[src/rtl/operand_issue_ctrl.sv]
// Operand-fetch/issue front end: stage A presents indices to the hazard unit and RF,
// stage B resolves operands from forwarding or sampled RF data and issues to EX.
module operand_issue_ctrl #(
  parameter int          XLEN      = 32,
  parameter logic [31:0] NOP_INSTR = 32'h0000_0013,
  parameter int          CNT_W     = 16
) (
  input  logic             clk,
  input  logic             reset,
  input  logic             dec_valid,
  output logic             dec_ready,
  input  logic [31:0]      dec_instr,
  input  logic [XLEN-1:0]  dec_pc,
  input  logic [4:0]       dec_rs1,
  input  logic [4:0]       dec_rs2,
  input  logic [4:0]       dec_rd,
  input  logic             dec_uses_rs1,
  input  logic             dec_uses_rs2,
  input  logic [XLEN-1:0]  dec_imm,
  output logic [4:0]       rf_rs1_addr,
  output logic [4:0]       rf_rs2_addr,
  input  logic [XLEN-1:0]  rf_rs1_data,
  input  logic [XLEN-1:0]  rf_rs2_data,
  output logic             of_valid,
  output logic [4:0]       of_rs1,
  output logic [4:0]       of_rs2,
  output logic [4:0]       of_rd,
  input  logic             fwd_rs1_enable,
  input  logic             fwd_rs2_enable,
  input  logic [XLEN-1:0]  fwd_rs1_data,
  input  logic [XLEN-1:0]  fwd_rs2_data,
  input  logic             stall,
  input  logic             flush,
  output logic             ex_valid,
  output logic [31:0]      ex_instr,
  output logic [XLEN-1:0]  ex_pc,
  output logic [XLEN-1:0]  ex_imm,
  output logic [4:0]       ex_rd,
  output logic [XLEN-1:0]  ex_rs1_val,
  output logic [XLEN-1:0]  ex_rs2_val,
  output logic [CNT_W-1:0] stall_count
);

  logic            a_valid_q, a_valid_d;
  logic [31:0]     a_instr_q, a_instr_d;
  logic [XLEN-1:0] a_pc_q, a_pc_d, a_imm_q, a_imm_d;
  logic [4:0]      a_rs1_q, a_rs1_d, a_rs2_q, a_rs2_d, a_rd_q, a_rd_d;

  logic            b_valid_q, b_valid_d;
  logic [31:0]     b_instr_q, b_instr_d;
  logic [XLEN-1:0] b_pc_q, b_pc_d, b_imm_q, b_imm_d;
  logic [4:0]      b_rs1_q, b_rs1_d, b_rs2_q, b_rs2_d, b_rd_q, b_rd_d;
  logic [XLEN-1:0] b_rf1_q, b_rf1_d, b_rf2_q, b_rf2_d;

  logic [CNT_W-1:0] stall_cnt_q, stall_cnt_d;

  logic hold;
  logic transfer;

  assign hold      = stall & a_valid_q;
  assign dec_ready = ~flush & (~stall | ~a_valid_q);
  assign transfer  = dec_valid & dec_ready;

  always_comb begin
    a_valid_d   = a_valid_q;
    a_instr_d   = a_instr_q;
    a_pc_d      = a_pc_q;
    a_imm_d     = a_imm_q;
    a_rs1_d     = a_rs1_q;
    a_rs2_d     = a_rs2_q;
    a_rd_d      = a_rd_q;
    b_valid_d   = b_valid_q;
    b_instr_d   = b_instr_q;
    b_pc_d      = b_pc_q;
    b_imm_d     = b_imm_q;
    b_rs1_d     = b_rs1_q;
    b_rs2_d     = b_rs2_q;
    b_rd_d      = b_rd_q;
    b_rf1_d     = b_rf1_q;
    b_rf2_d     = b_rf2_q;
    stall_cnt_d = stall_cnt_q;

    if (flush) begin
      a_valid_d = 1'b0;
      b_valid_d = 1'b0;
    end else begin
      if (hold) begin
        b_valid_d = 1'b0;
      end else begin
        b_valid_d = a_valid_q;
        b_instr_d = a_instr_q;
        b_pc_d    = a_pc_q;
        b_imm_d   = a_imm_q;
        b_rs1_d   = a_rs1_q;
        b_rs2_d   = a_rs2_q;
        b_rd_d    = a_rd_q;
        b_rf1_d   = rf_rs1_data;
        b_rf2_d   = rf_rs2_data;
      end

      // Unused sources are zeroed so the hazard unit never sees a false dependency.
      if (transfer) begin
        a_valid_d = 1'b1;
        a_instr_d = dec_instr;
        a_pc_d    = dec_pc;
        a_imm_d   = dec_imm;
        a_rs1_d   = dec_uses_rs1 ? dec_rs1 : 5'd0;
        a_rs2_d   = dec_uses_rs2 ? dec_rs2 : 5'd0;
        a_rd_d    = dec_rd;
      end else if (!hold) begin
        a_valid_d = 1'b0;
      end

      if (hold && (stall_cnt_q != {CNT_W{1'b1}})) begin
        stall_cnt_d = stall_cnt_q + CNT_W'(1);
      end
    end
  end

  always_ff @(posedge clk) begin
    if (reset) begin
      a_valid_q   <= 1'b0;
      a_instr_q   <= '0;
      a_pc_q      <= '0;
      a_imm_q     <= '0;
      a_rs1_q     <= '0;
      a_rs2_q     <= '0;
      a_rd_q      <= '0;
      b_valid_q   <= 1'b0;
      b_instr_q   <= '0;
      b_pc_q      <= '0;
      b_imm_q     <= '0;
      b_rs1_q     <= '0;
      b_rs2_q     <= '0;
      b_rd_q      <= '0;
      b_rf1_q     <= '0;
      b_rf2_q     <= '0;
      stall_cnt_q <= '0;
    end else begin
      a_valid_q   <= a_valid_d;
      a_instr_q   <= a_instr_d;
      a_pc_q      <= a_pc_d;
      a_imm_q     <= a_imm_d;
      a_rs1_q     <= a_rs1_d;
      a_rs2_q     <= a_rs2_d;
      a_rd_q      <= a_rd_d;
      b_valid_q   <= b_valid_d;
      b_instr_q   <= b_instr_d;
      b_pc_q      <= b_pc_d;
      b_imm_q     <= b_imm_d;
      b_rs1_q     <= b_rs1_d;
      b_rs2_q     <= b_rs2_d;
      b_rd_q      <= b_rd_d;
      b_rf1_q     <= b_rf1_d;
      b_rf2_q     <= b_rf2_d;
      stall_cnt_q <= stall_cnt_d;
    end
  end

  assign of_valid    = a_valid_q;
  assign of_rs1      = a_rs1_q;
  assign of_rs2      = a_rs2_q;
  assign of_rd       = a_rd_q;
  assign rf_rs1_addr = a_rs1_q;
  assign rf_rs2_addr = a_rs2_q;

  // x0 reads zero even when the hazard unit asserts forwarding for it.
  assign ex_valid   = b_valid_q;
  assign ex_instr   = b_valid_q ? b_instr_q : NOP_INSTR;
  assign ex_pc      = b_valid_q ? b_pc_q : '0;
  assign ex_imm     = b_valid_q ? b_imm_q : '0;
  assign ex_rd      = b_valid_q ? b_rd_q : 5'd0;
  assign ex_rs1_val = (!b_valid_q || b_rs1_q == 5'd0) ? '0 :
                      fwd_rs1_enable ? fwd_rs1_data : b_rf1_q;
  assign ex_rs2_val = (!b_valid_q || b_rs2_q == 5'd0) ? '0 :
                      fwd_rs2_enable ? fwd_rs2_data : b_rf2_q;
  assign stall_count = stall_cnt_q;

endmodule

[config.mk]
export PLATFORM = sky130hd
export DESIGN_NAME = operand_issue_ctrl
export DESIGN_NICKNAME = d
export VERILOG_FILES = /design/src/rtl/operand_issue_ctrl.sv
export SDC_FILE = /design/constraint.sdc
export NUM_CORES = 1
export LEC_CHECK = 0
export CORE_AREA = 3 3 175 177
export CTS_CLUSTER_DIAMETER = 80
export DETAILED_ROUTE_END_ITERATION = 10
export DIE_AREA = 0 0 178 180
export PLACE_DENSITY = 0.77
export SLEW_MARGIN = 10
export SYNTH_ARGS = -nofsm -noshare
export SYNTH_HDL_FRONTEND = slang
export SYNTH_SLANG_ARGS = --single-unit
[constraint.sdc]
create_clock -name clk -period 4 [get_ports clk]
set_clock_uncertainty 0.15 [all_clocks]
set_input_delay 0.6 -clock clk [delete_from_list [all_inputs] [get_ports clk]]
set_output_delay 0.6 -clock clk [all_outputs]
set_load 0.03 [all_outputs]
==> qor.csv, run 1 <==
stage,metric,value,unit
outcome,status,finished clean,
clock_tree,CTS resizes,0,
logic_synthesis,Post-Synthesis Cells,1625,
die,Initial Util,0.423,
power,Logic pwr share,0.104,
clock_tree,clock network latency to the later pin of the worst-skew pair,560,ps
power,internal power,5.11,mW
global_route,largest net degree at the start of global routing,176,
detailed_routing,DR iter-0 viols,697,
worst_setup_path,CP Class,reg -> out,
die,area of the core,29400,um^2
detailed_routing,Vias,12200,
die,Die Span X,178,um
sta,Max Slew Vio Count,0,
worst_setup_path,startpoint types,flip-flop,
worst_setup_path,CP required,3250,ps
power,Switch Pwr,1.54,mW
layout,post-layout util,0.615,
sta,Final period util,0.845,
clock_tree,post-CTS setup buffers,0,
logic_synthesis,"Avg Cell Area, Syn",7.65,um^2
detailed_routing,total routed wirelength,41200,um
sta,fmax,296,MHz
worst_setup_path,"Data arrival, critical path",2630,ps
detailed_routing,Routed WL per cell,17.0,um
layout,"commonest cells after routing, fill and taps aside","571 x nand2_1, 452 x clkdlybuf4s50_1, 303 x dfxtp_1, 297 x a21oi_1, 99 x and2_1",
power,Flop pwr share,0.481,
layout,Layout area overhead,45.5,%
die,Ports,457,
logic_synthesis,Netlist Area Pre-Place,12400,um^2
detailed_routing,Remaining DRCs,0,
die,Site Rows,63,
power,Sw Share,0.232,
logic_synthesis,Yosys reg bits,304,
clock_tree,Max H-tree Level,1,
power,Design Power,6.65,mW
die,DIE HEIGHT,180,um
sta,final setup vio count,0,
worst_setup_path,r2r setup slk,1700,ps
logic_synthesis,syn nets,1874,
place,number of port buffers,456,
power,Clk pwr share,0.414,
logic_synthesis,ys async rst share,0,
global_route,number of global-route vias before repair,11600,
clock_tree,Root Buffer,clkbuf_16,
sta,Worst Tran Pin Value,965,ps
global_route,initial antenna violation count,10,
global_route,Total GRT Usage,0.241,
sta,endpoints failing hold,0,
sta,Final min period,3380,ps
min_path,Worst Hold Class,reg -> reg,
detailed_routing,1st-pass router iterations,6,
worst_setup_path,crit-path max FO,32,
clock_tree,Post-CTS Hold Buffers,0,
layout,share of cells above drive strength 1,0.0391,
clock_tree,clk sinks,304,
power,Pleak,6.53,nW
place,post-place setup slack,857,ps
clock_tree,TritonCTS clock tree,yes,
sta,setup ws final,621,ps
sta,RSZ-0062 raised after global routing,no,
sta,setup TNS,0,ps
detailed_routing,Routed Antenna Nets,0,
layout,Total Nets Final,2247,
clock_tree,"Clk pin slew, worst setup/hold paths",60,ps
power,Power Density,368,nW/um^2
die,Die Area,32000,um^2
flow_run,Max-Cap Viols,0,
logic_synthesis,Yosys warnings,0,
clock_tree,Clock Path Buffers,3,
logic_synthesis,"Distinct cells, synth",41,
clock_tree,CTS buffer count,31,
logic_synthesis,Post-synth EDFFs,0,
place,Final Wtd Congestion,0.883,
logic_synthesis,"Top FF cell, synth",dfxtp_1,
place,post-detail-place hpwl,28400,um
worst_setup_path,Crit. End Element,output port,
global_route,first-pass GRT wire length,62500,um
sta,Slew HR,0.357,
detailed_routing,DR vias/cell,5.04,
global_route,grt ovf,0,
power,VDD IR max,251,uV
layout,"commonest non-fill, non-tap cell in the layout",nand2_1,
logic_synthesis,post-synthesis sequential area ratio,0.489,
[state kept, by name, summed over array words and instances, names as in the netlist]
| signal | flops |
|---|---|
| a_imm_q | 32 |
| a_instr_q | 32 |
| a_pc_q | 32 |
| b_imm_q | 32 |
| b_instr_q | 32 |
| b_pc_q | 32 |
| b_rf1_q | 32 |
| b_rf2_q | 32 |
| stall_count | 16 |
| b_rd_q | 5 |
| b_rs1_q | 5 |
| b_rs2_q | 5 |
| of_rd | 5 |
| of_rs1 | 5 |
| of_rs2 | 5 |
| ex_valid | 1 |
| of_valid | 1 |
[cells by family after synthesis]
kind of cell | Yosys count | synth area share
flip-flops | 304 | 0.489
multiplexers | 69 | 0.0560
AND/OR/NAND/NOR | 800 | 0.275
AO/OA/AOI/OAI | 314 | 0.129
buffers and inverters | 137 | 0.0497
adder cells (fa/ha/maj) | 1 | 0.00101
[metrics by stage]
stage	instances	area, um^2	hold slack, ps
global placement	2355	17100	286
CTS	2409	18100	297
floorplan	1625	12400	281
finish	2418	18100	296
global route	2418	18100	313
detailed placement	2355	17100	290
[metal layers]
metal	track usage	routed length (um)	vias to the layer above	share of wire
li1	-	-	6008	-
met1	0.273	15400	5610	0.38
met2	0.411	19900	457	0.48
met3	0.0651	3650	120	0.089
met4	0.125	2170	2	0.053
met5	0	13	-	0.00032
[critical path, stage by stage, from the launching register on]
cell,delay [ps]
dfxtp_1,310
or4_1,530
o21ai_2,120
buf_4,340
nor2_1,150
clkdlybuf4s50_1,620
[final cells by class]
class	instances	area (um^2)
Tap cell	390	488
Inverter	4	20.0
Sequential cell	304	6090
Timing Repair Buffer	473	4760
Fill cell	2590	11300
Antenna cell	9	22.5
Multi-Input combinational cell	1184	5750
Clock buffer	52	925
Clock inverter	2	38.8
[final timing paths]
check              from       endpoint  depth (start not counted)
max          b_rs2_q[0]  ex_rs2_val[2]                          5
min          a_pc_q[21]     b_pc_q[21]                          2
max reg2reg    of_valid     b_rf2_q[3]                          5
min reg2reg  a_pc_q[21]     b_pc_q[21]                          2
[power groups by stage]
stage	sequential (mW)	clock, mW	combinational [mW]
4_1_cts	3.20	2.82	0.695
6_report	3.20	2.76	0.693
3_3_place_gp	3.27	0	0.680
5_1_grt	3.21	2.94	0.755
3_5_place_dp	3.27	0	0.691
2_1_floorplan	3.26	0	0.330
[synth_stat cells, types with 3 or more instances]
| cell type | instances | area (um^2) |
|---|---|---|
| buf_2 | 32 | 160 |
| or4_1 | 7 | 52.6 |
| o31ai_1 | 5 | 37.5 |
| o21ai_0 | 4 | 20.0 |
| nor2b_1 | 4 | 25.0 |
| nand2_1 | 572 | 2150 |
| buf_4 | 10 | 75.1 |
| dfxtp_1 | 304 | 6090 |
| a21oi_1 | 297 | 1490 |
| nand4_1 | 8 | 50.1 |
| a211oi_1 | 3 | 22.5 |
| and2_1 | 100 | 626 |
| buf_1 | 3 | 11.3 |
| mux2_2 | 4 | 45.0 |
| nand3_1 | 15 | 75.1 |
| clkbuf_1 | 84 | 315 |
| nand2b_1 | 5 | 31.3 |
| mux2i_1 | 65 | 651 |
| nor2_1 | 70 | 263 |
| inv_1 | 3 | 11.3 |
Note: power is estimated with default switching activity, not from simulation.
==> run 2: changes to the inputs <==
CORE_AREA = unset   (was 3 3 175 177)
CORE_MARGIN = 3   (was unset)
CORE_UTILIZATION = 40   (was unset)
DIE_AREA = unset   (was 0 0 178 180)
PLACE_DENSITY = 0.76   (was 0.77)
clock period = 2.7 ns   (was 4 ns; I/O delays follow)
==> qor.csv, run 2 (same netlist as run 1, synthesis figures left out) <==
stage,metric,value,unit,change
sta,RSZ-0062 raised after global routing,no,,
sta,final setup vio count,0,,unchanged
clock_tree,clock network latency to the later pin of the worst-skew pair,500,ps,-60 ps
min_path,Worst Hold Class,in -> reg,,
power,Pleak,7.75,nW,+19%
clock_tree,clk sinks,304,,unchanged
place,number of port buffers,456,,unchanged
power,internal power,8.14,mW,+59%
die,Site Rows,63,,unchanged
detailed_routing,total routed wirelength,41400,um,+0.60%
power,Flop pwr share,0.451,,-0.030
detailed_routing,DR iter-0 viols,772,,+11%
power,Power Density,574,nW/um^2,+56%
layout,area of the multi-input gates,5770,um^2,+0.30%
worst_setup_path,crit-path max FO,14,,-56%
global_route,largest net degree at the start of global routing,176,,unchanged
die,Die Area,33200,um^2,+3.7%
sta,endpoints failing hold,0,,unchanged
outcome,status,finished clean,,
sta,Final min period,2620,ps,
global_route,first-pass GRT wire length,63300,um,+1.3%
detailed_routing,DR vias/cell,5.03,,-0.26%
worst_setup_path,"Data arrival, critical path",2060,ps,-570 ps
layout,post-layout util,0.609,,-0.00619
layout,register area,6090,um^2,about the same
die,area of the core,30100,um^2,+2.4%
die,DIE HEIGHT,182,um,+1.3%
worst_setup_path,worst path buffer plus inverter count,3,,+1
worst_setup_path,CP max stage delay,540,ps,-80 ps
layout,share of cells above drive strength 1,0.0808,,+0.0417
die,Initial Util,0.413,,-0.00996
clock_tree,TritonCTS clock tree,yes,,
sta,fmax,382,MHz,
worst_setup_path,Crit. End Element,output port,,
worst_setup_path,CP Class,reg -> out,,
worst_setup_path,Critical path origin,b_rs1_q[0],,
worst_setup_path,CP most frequent cell,buf_4,,
detailed_routing,Vias,12200,,+0.066%
detailed_routing,Routed WL per cell,17.1,um,+0.27%
global_route,Total GRT Usage,0.234,,-0.00698
clock_tree,"Clk pin slew, worst setup/hold paths",60,ps,about the same
clock_tree,CTS buffer count,34,,+9.7%
layout,"commonest non-fill, non-tap cell in the layout",nand2_1,,
die,Die Span X,182,um,+2.4%
worst_setup_path,startpoint types,flip-flop,,
clock_tree,Post-CTS Hold Buffers,0,,unchanged
global_route,initial antenna violation count,8,,-2
power,Sw Share,0.228,,-0.00459
clock_tree,Root Buffer,clkbuf_16,,
clock_tree,Clock Path Buffers,3,,unchanged
worst_setup_path,CP required,2140,ps,-1110 ps
detailed_routing,Routed Antenna Nets,0,,unchanged
power,Clk pwr share,0.451,,+0.037
place,post-detail-place hpwl,28800,um,+1.1%
worst_setup_path,critical path's top delay family,simple AND/OR/NAND/NOR gates,,
sta,Fin Hold WS,266,ps,-29.7 ps
detailed_routing,Remaining DRCs,0,,unchanged
min_path,Hold Path Origin,reset,,
die,Ports,457,,unchanged
layout,Fill cells,2659,,+2.7%
layout,Layout area overhead,47.5,%,
power,Logic pwr share,0.098,,-0.006
flow_run,Max-Cap Viols,0,,unchanged
place,Final Wtd Congestion,0.895,,+1.3%
sta,setup TNS,0,ps,unchanged
power,Switch Pwr,2.40,mW,+55%
power,VDD IR max,547,uV,+120%
clock_tree,Max H-tree Level,2,,+1
worst_setup_path,worst r2r src,stall_count[0],,
worst_setup_path,CP cell instances,or4_4 -> o21ai_4 -> buf_4 -> clkbuf_16 -> nor2_1 -> buf_4,,
sta,Worst Tran Pin Value,912,ps,-52.1 ps
layout,"commonest cells after routing, fill and taps aside","571 x nand2_1, 303 x dfxtp_1, 297 x a21oi_1, 295 x clkdlybuf4s50_1, 99 x and2_1",,
global_route,number of global-route vias before repair,11600,,-0.49%
global_route,grt ovf,0,,unchanged
sta,Max Slew Vio Count,0,,unchanged
sta,Slew HR,0.392,,+0.0347
worst_setup_path,Critical Path Slowest Stage Cell,or4_4,,
layout,Total Nets Final,2258,,+0.49%
detailed_routing,1st-pass router iterations,5,,-1
sta,Final period util,0.970,,
run 2: cell count changes in the layout (fill, tap and decap cells not counted), moves of 3 or more:
cell / before / now
buf_12: 6 / 14
buf_4: 12 / 71
bufinv_16: 1 / 5
clkbuf_1: 14 / 3
clkbuf_16: 31 / 36
clkbuf_8: 7 / 4
clkdlybuf4s50_1: 452 / 295
clkinv_2: 0 / 3
clkinvlp_4: 0 / 3
dlygate4sd2_1: 0 / 64
dlymetal6s2s_1: 0 / 32
run 2: through the flow:
step | power, mW | instance area (um^2) | setup slack, ps | cells
floorplan | 5.32 | 12400 | 706 | 1625
global placement | 5.85 | 17100 | 251 | 2359
detailed placement | 5.88 | 17100 | 226 | 2359
CTS | 10.6 | 18200 | 0.0153 | 2415
global route | 10.9 | 18300 | 12.5 | 2426
finish | 10.5 | 18300 | 82.1 | 2426
run 2: cell type report:
type | instances | area share
diodes | 7 | 0.000955
clock buffers | 42 | 0.0514
clock inverters | 14 | 0.0115
inverters | 4 | 0.00109
multi-input cells | 1184 | 0.315
flip-flops and latches | 304 | 0.332
well taps | 390 | 0.0266
repair buffers | 481 | 0.262
run 2: final timing paths:
check | end | slack (ps) | depth (start not counted)
worst max-delay path | ex_rs1_val[0] | 80 | 6
worst min-delay path | stall_count[11] | 270 | 2
worst max register to register | stall_count[0] | 690 | 5
worst min register to register | b_imm_q[16] | 290 | 2
run 2: what timing repair did:
item,4_1_cts,5_1_grt
gates resized for setup,66,38
setup endpoints to repair,97,63
cloned,0,1
setup buffers,0,3
pin swaps,0,1
run 2: layer usage:
layer | share of wire | GRT usage | up-vias
li1 | - | - | 6036
met1 | 0.40 | 0.277 | 5682
met2 | 0.50 | 0.410 | 400
met3 | 0.064 | 0.0514 | 85
met4 | 0.040 | 0.0960 | 2
met5 | 0.00031 | 0 | -
run 2: power groups by stage:
stage,sequential [mW],clock (mW),combinational [mW]
6_report,4.75,4.75,1.04
5_1_grt,4.76,5.04,1.13
4_1_cts,4.75,4.86,1.04
3_5_place_dp,4.84,0,1.03
3_3_place_gp,4.84,0,1.02
2_1_floorplan,4.83,0,0.490
==> run 3: changes to the inputs <==
CAP_MARGIN = 20   (was unset)
==> results of run 3 <==
Same layout as run 2: the final DEF is identical, and so are final timing and power.
